**src/rtl/chan_cksum_pkg.sv**
```systemverilog
// Shared channel map and register bit positions for the channel checksum block.
package chan_cksum_pkg;

    localparam logic [6:0] OFF_DATA  = 7'd0;
    localparam logic [6:0] OFF_CTRL  = 7'd1;
    localparam logic [6:0] OFF_CKSUM = 7'd2;
    localparam logic [6:0] OFF_REG0  = 7'd3;

    localparam int unsigned CTRL_CLEAR = 0;
    localparam int unsigned CTRL_SNAP  = 1;

    localparam int unsigned STAT_SNAP    = 7;
    localparam int unsigned STAT_MODE    = 6;
    localparam int unsigned STAT_PTR_LSB = 0;

endpackage

```
**src/rtl/cksum_accum.sv**
```systemverilog
// Checksum accumulator: additive sum mod 2^W or Fletcher-W with end-around-carry folding.
module cksum_accum #(
    parameter int unsigned W        = 16,
    parameter bit          FLETCHER = 1'b0
) (
    input  logic         clk_in,
    input  logic         reset_in,
    input  logic         clear,
    input  logic         en,
    input  logic [7:0]   data,
    output logic [W-1:0] sum
);

    if (FLETCHER) begin : g_fletcher
        localparam int unsigned H = W / 2;
        localparam logic [H-1:0] M = '1;

        logic [H-1:0] a;
        logic [H-1:0] b;
        logic [H-1:0] a_next;
        logic [H-1:0] b_next;

        // Operands stay below M, so a single carry fold is enough; all-ones is the alias of zero.
        function automatic logic [H-1:0] add_mod(input logic [H-1:0] x, input logic [H-1:0] y);
            logic [H:0]   s;
            logic [H-1:0] t;
            s = {1'b0, x} + {1'b0, y};
            t = s[H-1:0] + {{(H-1){1'b0}}, s[H]};
            return (t == M) ? '0 : t;
        endfunction

        always_comb begin
            a_next = add_mod(a, H'(data));
            b_next = add_mod(b, a_next);
        end

        always_ff @(posedge clk_in) begin
            if (reset_in || clear) begin
                a <= '0;
                b <= '0;
            end else if (en) begin
                a <= a_next;
                b <= b_next;
            end
        end

        assign sum = {b, a};
    end else begin : g_simple
        logic [W-1:0] acc;

        always_ff @(posedge clk_in) begin
            if (reset_in || clear) begin
                acc <= '0;
            end else if (en) begin
                acc <= acc + W'(data);
            end
        end

        assign sum = acc;
    end

endmodule

```
**src/rtl/chan_cksum_regs.sv**
```systemverilog
// Channel-attached checksum engine with snapshot readback and general-purpose registers.
module chan_cksum_regs
    import chan_cksum_pkg::*;
#(
    parameter int unsigned CKSUM_WIDTH = 16,
    parameter int unsigned NUM_REGS    = 4,
    parameter logic [6:0]  BASE_ADDR   = 7'h00,
    parameter bit          FLETCHER    = 1'b0
) (
    input  logic                    clk_in,
    input  logic                    reset_in,
    input  logic [6:0]              chanAddr_in,
    input  logic [7:0]              h2fData_in,
    input  logic                    h2fValid_in,
    output logic                    h2fReady_out,
    output logic [7:0]              f2hData_out,
    output logic                    f2hValid_out,
    input  logic                    f2hReady_in,
    output logic [CKSUM_WIDTH-1:0]  cksum_out,
    output logic [15:0]             count_out,
    output logic [8*NUM_REGS-1:0]   regs_out,
    output logic                    snapValid_out
);

    localparam int unsigned NB       = CKSUM_WIDTH / 8;
    localparam logic [3:0]  LAST_PTR = 4'(NB - 1);

    logic [6:0]             off;
    logic                   hit;
    logic                   wr;
    logic                   data_wr;
    logic                   ctrl_wr;
    logic                   clear;
    logic                   snap_take;
    logic                   consume;
    logic [CKSUM_WIDTH-1:0] snap;
    logic [3:0]             ptr;
    logic                   snap_valid;
    logic [7:0]             last_byte;
    logic [15:0]            count;
    logic [7:0]             regs [NUM_REGS];
    logic [7:0]             status;
    logic [7:0]             snap_byte;

    assign off          = chanAddr_in - BASE_ADDR;
    assign hit          = (chanAddr_in >= BASE_ADDR) && (off < 7'(OFF_REG0 + 7'(NUM_REGS)));
    assign h2fReady_out = !reset_in;
    assign wr           = h2fValid_in && h2fReady_out && hit;
    assign data_wr      = wr && (off == OFF_DATA);
    assign ctrl_wr      = wr && (off == OFF_CTRL);
    assign clear        = ctrl_wr && h2fData_in[CTRL_CLEAR];
    assign snap_take    = ctrl_wr && h2fData_in[CTRL_SNAP];
    assign consume      = hit && (off == OFF_CKSUM) && snap_valid && f2hReady_in;

    cksum_accum #(
        .W        (CKSUM_WIDTH),
        .FLETCHER (FLETCHER)
    ) u_accum (
        .clk_in   (clk_in),
        .reset_in (reset_in),
        .clear    (clear),
        .en       (data_wr),
        .data     (h2fData_in),
        .sum      (cksum_out)
    );

    always_ff @(posedge clk_in) begin
        if (reset_in) begin
            last_byte  <= '0;
            count      <= '0;
            snap       <= '0;
            ptr        <= '0;
            snap_valid <= 1'b0;
            for (int unsigned k = 0; k < NUM_REGS; k++) regs[k] <= '0;
        end else begin
            if (data_wr) begin
                last_byte <= h2fData_in;
                if (count != '1) count <= count + 16'd1;
            end
            if (clear) count <= '0;
            // cksum_out still holds the pre-clear value here, so a combined clear+snap captures it.
            if (snap_take) begin
                snap       <= cksum_out;
                ptr        <= '0;
                snap_valid <= 1'b1;
            end else if (consume) begin
                if (ptr == LAST_PTR) begin
                    ptr        <= '0;
                    snap_valid <= 1'b0;
                end else begin
                    ptr <= ptr + 4'd1;
                end
            end
            for (int unsigned k = 0; k < NUM_REGS; k++) begin
                if (wr && (off == OFF_REG0 + 7'(k))) regs[k] <= h2fData_in;
            end
        end
    end

    always_comb begin
        regs_out = '0;
        for (int unsigned k = 0; k < NUM_REGS; k++) regs_out[8*k +: 8] = regs[k];
    end

    always_comb begin
        status                       = '0;
        status[STAT_SNAP]            = snap_valid;
        status[STAT_MODE]            = FLETCHER;
        status[STAT_PTR_LSB +: 4]    = ptr;
        snap_byte                    = '0;
        for (int unsigned k = 0; k < NB; k++) begin
            if (ptr == 4'(k)) snap_byte = snap[8*k +: 8];
        end
    end

    always_comb begin
        f2hData_out  = 8'h00;
        f2hValid_out = 1'b1;
        if (hit) begin
            if (off == OFF_DATA) begin
                f2hData_out = last_byte;
            end else if (off == OFF_CTRL) begin
                f2hData_out = status;
            end else if (off == OFF_CKSUM) begin
                f2hData_out  = snap_byte;
                f2hValid_out = snap_valid;
            end else begin
                for (int unsigned k = 0; k < NUM_REGS; k++) begin
                    if (off == OFF_REG0 + 7'(k)) f2hData_out = regs[k];
                end
            end
        end
    end

    assign count_out     = count;
    assign snapValid_out = snap_valid;

endmodule

```
**config.mk**
```make
export PLATFORM = sky130hd
export DESIGN_NAME = chan_cksum_regs
export DESIGN_NICKNAME = d
export VERILOG_FILES = /design/src/rtl/chan_cksum_pkg.sv /design/src/rtl/cksum_accum.sv /design/src/rtl/chan_cksum_regs.sv
export SDC_FILE = /design/constraint.sdc
export NUM_CORES = 1
export LEC_CHECK = 0
export ABC_AREA = 1
export CAP_MARGIN = 0
export CORE_MARGIN = 5
export CORE_UTILIZATION = 50
export CTS_CLUSTER_DIAMETER = 30
export DETAILED_ROUTE_END_ITERATION = 8
export PLACE_DENSITY_LB_ADDON = 0.08
export SETUP_SLACK_MARGIN = 0.1
export SLEW_MARGIN = 10
export SYNTH_ARGS = -nofsm -noshare
export SYNTH_HDL_FRONTEND = slang
export SYNTH_SLANG_ARGS = --single-unit
```
**constraint.sdc**
```tcl
create_clock -name clk_in -period 2.19 [get_ports clk_in]
set_clock_uncertainty 0.2 [all_clocks]
set_input_delay 0.3285 -clock clk_in [delete_from_list [all_inputs] [get_ports clk_in]]
set_output_delay 0.3285 -clock clk_in [all_outputs]
set_load 0.02 [all_outputs]
```
==> run metrics, run 1 <==
static leakage just under 0.003 uW; Core Rows 36; worst hold slack 256.1 ps; Overall Global Routing Usage a little over a quarter; area grow syn2layout 44.98%; io pins 94; Max VDD drop 337.2 uV; Skew-Pair Late Insertion Delay 370 ps; Least-Margin Pin Slew ~470 ps; crit path kind reg -> out; Worst Path Required about 1700 ps; max-slew violations 0; share of cells above drive strength 1 between 20% and 30%; top routing layer in use met4; Final Util between 70% and 80%; DRC 0; post-route ant nets 0; CP Launch Type flop; status finished with violations; Worst Setup End Kind output pin; routed len/inst 15.99 um; Clock Path Buffers 2; Post-DP Area between 6000 and 7000 um^2; largest family of logic cells by synthesized area simple AND/OR/NAND/NOR gates; CTS Hold Buffers Added 0; final instance area around 7200 um^2; HPWL reported at the end of detailed placement approximately 12000 um; fillers just under 800; Vias approximately 5300; RSZ-0062 raised after global routing true; Num Clock Sinks 93; clock transition at the registers of the reported paths 100 ps; Max-cap violations 0; Fmax about 440 MHz; violations in the final reports negative setup slack; Die Y roughly 110 um; first-pass GRT wire length about 24000 um; synth warn 0; DR pass1 iterations 5; crit-path max FO 5; final hold violations 0; Synth Area in Simple Gates a little under a third; vias per inst 5.372; Hold/Removal Path Class reg -> reg; Cell Pwr Density 475.1 nW/um^2; Seq/Total Area, Yosys a little over two fifths; syn_area_per_cell between 7 and 8 um^2; Mapped Cells approximately 670; Final WS setup -62.84 ps; gpl congestion ~0.96; CP arrival about 1700 ps; root buffer cell clkbuf_8; Synth Area in Compound Gates roughly an eighth; # diodes 0; I/O Buffers 93; synthesized flop and latch total 93; core area around 10000 um^2; die span in x 109.8 um; die area 12050 um^2; vias in the first global route about 5000; Setup Viol. Count Final 7; TritonCTS clock tree built; mux cell area share after synthesis 0%; Max-slew headroom between 60% and 70%; DR WL met3 between 1000 and 1500 um; global route overflow 0; pre-CTS WS -781.3 ps; syn_nets ~700; Total Wirelength between 15000 and 20000 um; total CTS buffers 9; post-layout min period ~2300 ps; area share of fa/ha/maj cells after synthesis 2.665%; count of different cell masters after synthesis 37; antenna violations before repair 0; DRT iter0 DRCs 477; largest net degree at the start of global routing 31; xor and xnor area share after synthesis 3.168%; Initial Utilization between 50% and 60%; Final Cycle Share 102.9%; Metal-1 WL around 6500 um; Total Nets Final between 800 and 900; Met2 Routed Length about 7700 um; CTS H-tree lvls 3; cell area after synthesis ~5000 um^2
==> critical path: stages (launching register included) <==
cell     delay, ps
dfxtp_2        350
nor2_4         130
nand2_4         80
nor2_4         130
buf_6          160
nand2_2         60
nand3_2         90
o21ai_2         70
a21oi_2        150
buf_6          130
==> cell usage after synthesis (all sizes together) <==
library cell | instances | area share (%)
nand3b | 5 | 0.75
clkbuf | 4 | 0.30
or2 | 3 | 0.38
edfxtp | 32 | 19
a21oi | 65 | 7.3
nand3 | 58 | 6.0
fa | 1 | 0.40
ha | 9 | 2.3
o21ai | 42 | 4.5
nand4 | 7 | 1.0
xor2 | 15 | 2.6
a22oi | 1 | 0.15
dfxtp | 61 | 25
buf | 11 | 1.4
nand2 | 172 | 13
clkinv | 1 | 0.075
a31oi | 1 | 0.13
nor2 | 83 | 7.3
xnor2 | 3 | 0.53
inv | 83 | 6.4
nor3 | 12 | 1.4
==> state kept, by name (all words and copies together), names as in the netlist <==
signal / flops
regs: 32
count_out: 16
snap: 16
u_accum.sum: 16
last_byte: 8
ptr: 4
snapValid_out: 1
==> power breakdown <==
part / total (uW) / internal [uW] / leakage (uW) / switching (uW)
logic: 366 / 165 / 0.00209 / 201
clock network: 1230 / 546 / 0.0000984 / 680
registers: 1840 / 1810 / 0.000798 / 25.6
total: 3430 / 2520 / 0.00298 / 906
==> cells in the final DEF, fill, tap and decap left out, types with 6 or more instances in the layout <==
cell type and count:
a21oi_1 47, a21oi_2 18, buf_4 76, buf_6 11, clkbuf_8 9, clkdlybuf4s50_1 73
dfxtp_1 55, edfxtp_1 32, ha_1 7, inv_1 70, inv_2 11, nand2_1 151
nand2_2 17, nand3_1 48, nand3_2 9, nand4_1 6, nor2_1 67, nor2_2 6
nor2_4 8, nor3_1 8, o21ai_0 31, xor2_1 15
==> cell type report <==
type,instances,area [um^2],share of cell area [%]
repair buffers,179,1682,23.31
multi-input cells,477,2635,36.52
clock buffers,9,123.9,1.717
well taps,133,166.4,2.307
flip-flops and latches,93,2192,30.38
clock inverters,7,82.58,1.145
inverters,84,327.8,4.544
repair inverters,1,5.005,0.06937
==> final timing paths <==
kind,slack (ps),endpoint,start,depth (start not counted)
worst max-delay path,-60,f2hData_out[7],ptr[2]$_SDFFE_PP0P_,9
worst min-delay path,260,snap[5]$_SDFFE_PP0P_,snap[5]$_SDFFE_PP0P_,2
worst max register to register,280,u_accum.sum[8]$_SDFFE_PP0P_,u_accum.sum[0]$_SDFFE_PP0P_,10
worst min register to register,260,snap[5]$_SDFFE_PP0P_,snap[5]$_SDFFE_PP0P_,2
==> layer usage <==
metal  vias up  global-route usage (%)
met5         -                       0
met4         0                   9.973
li1       2537                       -
met2       228                   44.07
met1      2485                   33.40
met3        31                   3.934
==> timing repair <==
item,4_1_cts,5_1_grt
cloned,1,3
buffers inserted,1,2
endpoints found under the setup margin,40,20
gates resized for setup,103,55
pin swaps,9,20
==> through the flow <==
| stage | total power, uW | setup TNS (ps) | std cells |
|---|---|---|---|
| 3_3_place_gp | 2217 | -25110 | 960 |
| 4_1_cts | 3420 | -395.2 | 978 |
| 6_report | 3428 | -253.6 | 983 |
| 3_5_place_dp | 2220 | -28460 | 960 |
| 5_1_grt | 3536 | -894.1 | 983 |
| 2_1_floorplan | 2009 | 0 | 669 |
==> cell families after synthesis <==
kind of cell	Yosys count
and+or+nand+nor	340
adders and majority gates	10
DFF	93
xor gates and xnor gates	18
buffers and inverters	99
AOI/OAI and AO/OA	109
Note: power is estimated with default switching activity, not from simulation.
==> inputs of run 2 (changes only) <==
- CORE_MARGIN: 5 -> not set
- PLACE_DENSITY_LB_ADDON: 0.08 -> 0.15
==> run 2 against run 1 <==
  * The run still ends with negative setup slack left
  * Via count fell by 1.2%
  * Die area shrank 14%
  * Non-clock buffer count rose by 3
  * Count of clock-buffer cells in the layout unchanged
  * Sequential share of layout area fell by 0.23 points
  * Cell area grew 0.47%
  * Critical path depth did not move
  * Critical path type unchanged
  * Largest cell class unchanged
  * Largest power group unchanged
==> run metrics, run 2 (synthesized netlist as in run 1, its figures left out) <==
DRT iter0 DRCs 422 (was 477); Crit path largest cell delay 350 ps (about the same); crit-path max FO 4 (was 5); Fmax 440.2 MHz (was 443.9 MHz); Max-slew headroom 69.04% (was 68.31%); Total Wirelength 15420 um (was 15710 um); met2 Usage GRT 53.48% (was 44.07%); share of cells above drive strength 1 24.50% (was 25.41%); r2r setup slk 200 ps (was 280 ps); Max VDD drop 355.6 uV (was 337.2 uV); Logic pwr share 10.4% (was 10.7%); Crit path max-delay family simple AND/OR/NAND/NOR gates (unchanged); max-slew violations 0 (unchanged); Hold Path End snap[9]$_SDFFE_PP0P_ (was snap[5]$_SDFFE_PP0P_); Die Y 101.8 um (was 109.8 um); gr busiest metal met2 (unchanged); CP arrival 1740 ps (was 1720 ps); most common cell after layout, fill and taps aside nand2_1 (unchanged); Hold Crit Start snap[9]$_SDFFE_PP0P_ (was snap[5]$_SDFFE_PP0P_); Largest Register regs (unchanged); root buffer cell clkbuf_8 (unchanged); post-layout min period 2271 ps (was 2253 ps); core area 9729 um^2 (unchanged); Least-Margin Pin Slew 460.9 ps (was 471.7 ps); cells on worst reg2reg path 8 (was 10); global route overflow 0 (unchanged); Flop pwr share 52.7% (was 53.6%); Skew-Pair Late Insertion Delay 360 ps (was 370 ps); clock power share 36.9% (was 35.8%); status finished with violations (unchanged); vias in the first global route 5022 (was 5013); largest net degree at the start of global routing 31 (unchanged); Psw 858.5 uW (was 906.5 uW); first-pass GRT wire length 24270 um (was 24280 um); die area 10360 um^2 (was 12050 um^2); Overall Global Routing Usage 30.44% (was 26.00%); area grow syn2layout 45.66% (was 44.98%); routed len/inst 15.64 um (was 15.99 um); DR pass1 iterations 5 (unchanged); met3 global-route usage 4.555% (was 3.934%); Worst Setup End Kind output pin (unchanged); Worst Path Required 1660 ps (about the same); Hold/Removal Path Class reg -> reg (unchanged); Initial Utilization 51.14% (unchanged); Setup Viol. Count Final 8 (was 7); RR Endpoint count_out[6]$_SDFFE_PP0P_ (was u_accum.sum[8]$_SDFFE_PP0P_); most frequent cells in the layout nand2_1, buf_4, clkdlybuf4s50_1, inv_1, nor2_1 (unchanged); crit path kind reg -> out (unchanged); HPWL reported at the end of detailed placement 11210 um (was 11550 um); Core Rows 36 (unchanged); die span in x 101.8 um (was 109.8 um); sw frac 24.66% (was 26.44%); reg2reg start count_out[0]$_SDFFE_PP0P_ (was u_accum.sum[0]$_SDFFE_PP0P_); clock transition at the registers of the reported paths 100 ps (about the same); fillers 757 (was 774); static leakage 0.002997 uW (was 0.002984 uW); max reg flops 32 (unchanged); slowest cell on the critical path dfxtp_2 (unchanged); final hold violations 0 (unchanged); Cell Pwr Density 480.3 nW/um^2 (was 475.1 nW/um^2); DRC 0 (unchanged); gpl congestion 0.9042 (was 0.9620); RSZ-0062 raised after global routing true (unchanged); Final Cycle Share 103.7% (was 102.9%); CP Launch Type flop (unchanged); crit-path cells nor2_4 -> nand2_4 -> nor2_4 -> buf_4 -> nand2_1 -> nand3_2 -> o21ai_2 -> a21oi_2 -> buf_4 (was nor2_4 -> nand2_4 -> nor2_4 -> buf_6 -> nand2_2 -> nand3_2 -> o21ai_2 -> a21oi_2 -> buf_6); Final WS setup -81.50 ps (was -62.84 ps); Vias 5220 (was 5281); vias per inst 5.294 (was 5.372); io pins 94 (unchanged); post-route ant nets 0 (unchanged); Min-Delay Path Depth 2 (unchanged); Clock Path Buffers 2 (unchanged); total CTS buffers 9 (unchanged); Num Clock Sinks 93 (unchanged); CTS H-tree lvls 3 (unchanged); met1 Usage GRT 38.73% (was 33.40%); Max-cap violations 0 (unchanged); TritonCTS clock tree built (unchanged); Worst Path Buf+Inv 2 (unchanged); # diodes 0 (unchanged); CTS Hold Buffers Added 0 (unchanged); violations in the final reports negative setup slack (unchanged); Final Util 74.50% (was 74.15%); antenna violations before repair 0 (unchanged); internal power 2623 uW (was 2521 uW); overall power 3481 uW (was 3428 uW); Total Nets Final 877 (was 874); I/O Buffers 93 (unchanged)
-- run 2: cell types whose count changed in the layout (fill, tap and decap cells not counted), sizes merged --
cell | before | now
buf | 92 | 98
bufinv | 1 | 2
clkbuf | 14 | 10
clkdlybuf4s15 | 1 | 5
dlygate4sd2 | 5 | 3
dlymetal6s2s | 3 | 2
inv | 85 | 84
-- run 2: area by class of cell --
class / count / area [um^2] / area share (%)
repair inverters: 1 / 5.005 / 0.06905
repair buffers: 182 / 1747 / 24.10
well taps: 133 / 166.4 / 2.296
clock inverters: 7 / 97.59 / 1.346
inverters: 84 / 325.3 / 4.488
clock buffers: 9 / 123.9 / 1.709
flip-flops and latches: 93 / 2186 / 30.16
multi-input cells: 477 / 2597 / 35.84
-- run 2: worst max path at each step --
| stage | from | endpoint | slack (ps) | cells after the start |
|---|---|---|---|---|
| after floorplan | u_accum.sum[0]$_SDFFE_PP0P_ | u_accum.sum[12]$_SDFFE_PP0P_ | 120 | 11 |
| after global routing | ptr[2]$_SDFFE_PP0P_ | f2hData_out[2] | -130 | 9 |
| after detailed placement | chanAddr_in[4] | f2hData_out[0] | -840 | 10 |
| after global placement | chanAddr_in[4] | f2hData_out[2] | -770 | 10 |
| after CTS | ptr[3]$_SDFFE_PP0P_ | f2hData_out[7] | -50 | 9 |
| final | ptr[2]$_SDFFE_PP0P_ | f2hData_out[2] | -80 | 9 |
-- run 2: stage by stage --
stage | hold slack, ps | instances | setup TNS, ps | cell area [um^2] | setup WS [ps]
after floorplan | 197.6 | 669 | 0 | 4995 | 120.2
after global placement | 234.0 | 960 | -23100 | 6719 | -768.7
after detailed placement | 237.1 | 960 | -28650 | 6719 | -835.4
after CTS | 251.3 | 982 | -207.7 | 7126 | -52.97
after global routing | 274.5 | 986 | -899.3 | 7248 | -132.7
final | 253.3 | 986 | -376.5 | 7248 | -81.50
-- run 2: worst reg2reg max path, delay by kind of cell, from the launching register on --
family,cells,cell delay [ps]
DFF,1,440
and+or+nand+nor,4,470
AOI/OAI and AO/OA,2,430
buffers and inverters,1,160
adders and majority gates,1,230
-- run 2: what timing repair did --
item / in CTS / in global routing
cloned: 2 / 1
pin swaps: 17 / 16
resized for setup: 121 / 29
setup endpoints to repair: 32 / 19
hold endpoints to repair: 0 / 0
setup buffers: 4 / 3
-- run 2: routing by layer --
| layer | wire length (um) | vias to the layer above |
|---|---|---|
| li1 | - | 2530 |
| met1 | 6568 | 2467 |
| met2 | 7644 | 195 |
| met3 | 928 | 28 |
| met4 | 281 | 0 |
| met5 | 0 | - |
-- run 2: power groups by stage --
stage | combinational, uW | clock (uW) | sequential [uW]
6_report | 362 | 1290 | 1830
5_1_grt | 383 | 1360 | 1840
4_1_cts | 357 | 1290 | 1830
3_5_place_dp | 340 | 0 | 1870
3_3_place_gp | 336 | 0 | 1870
2_1_floorplan | 103 | 0 | 1910
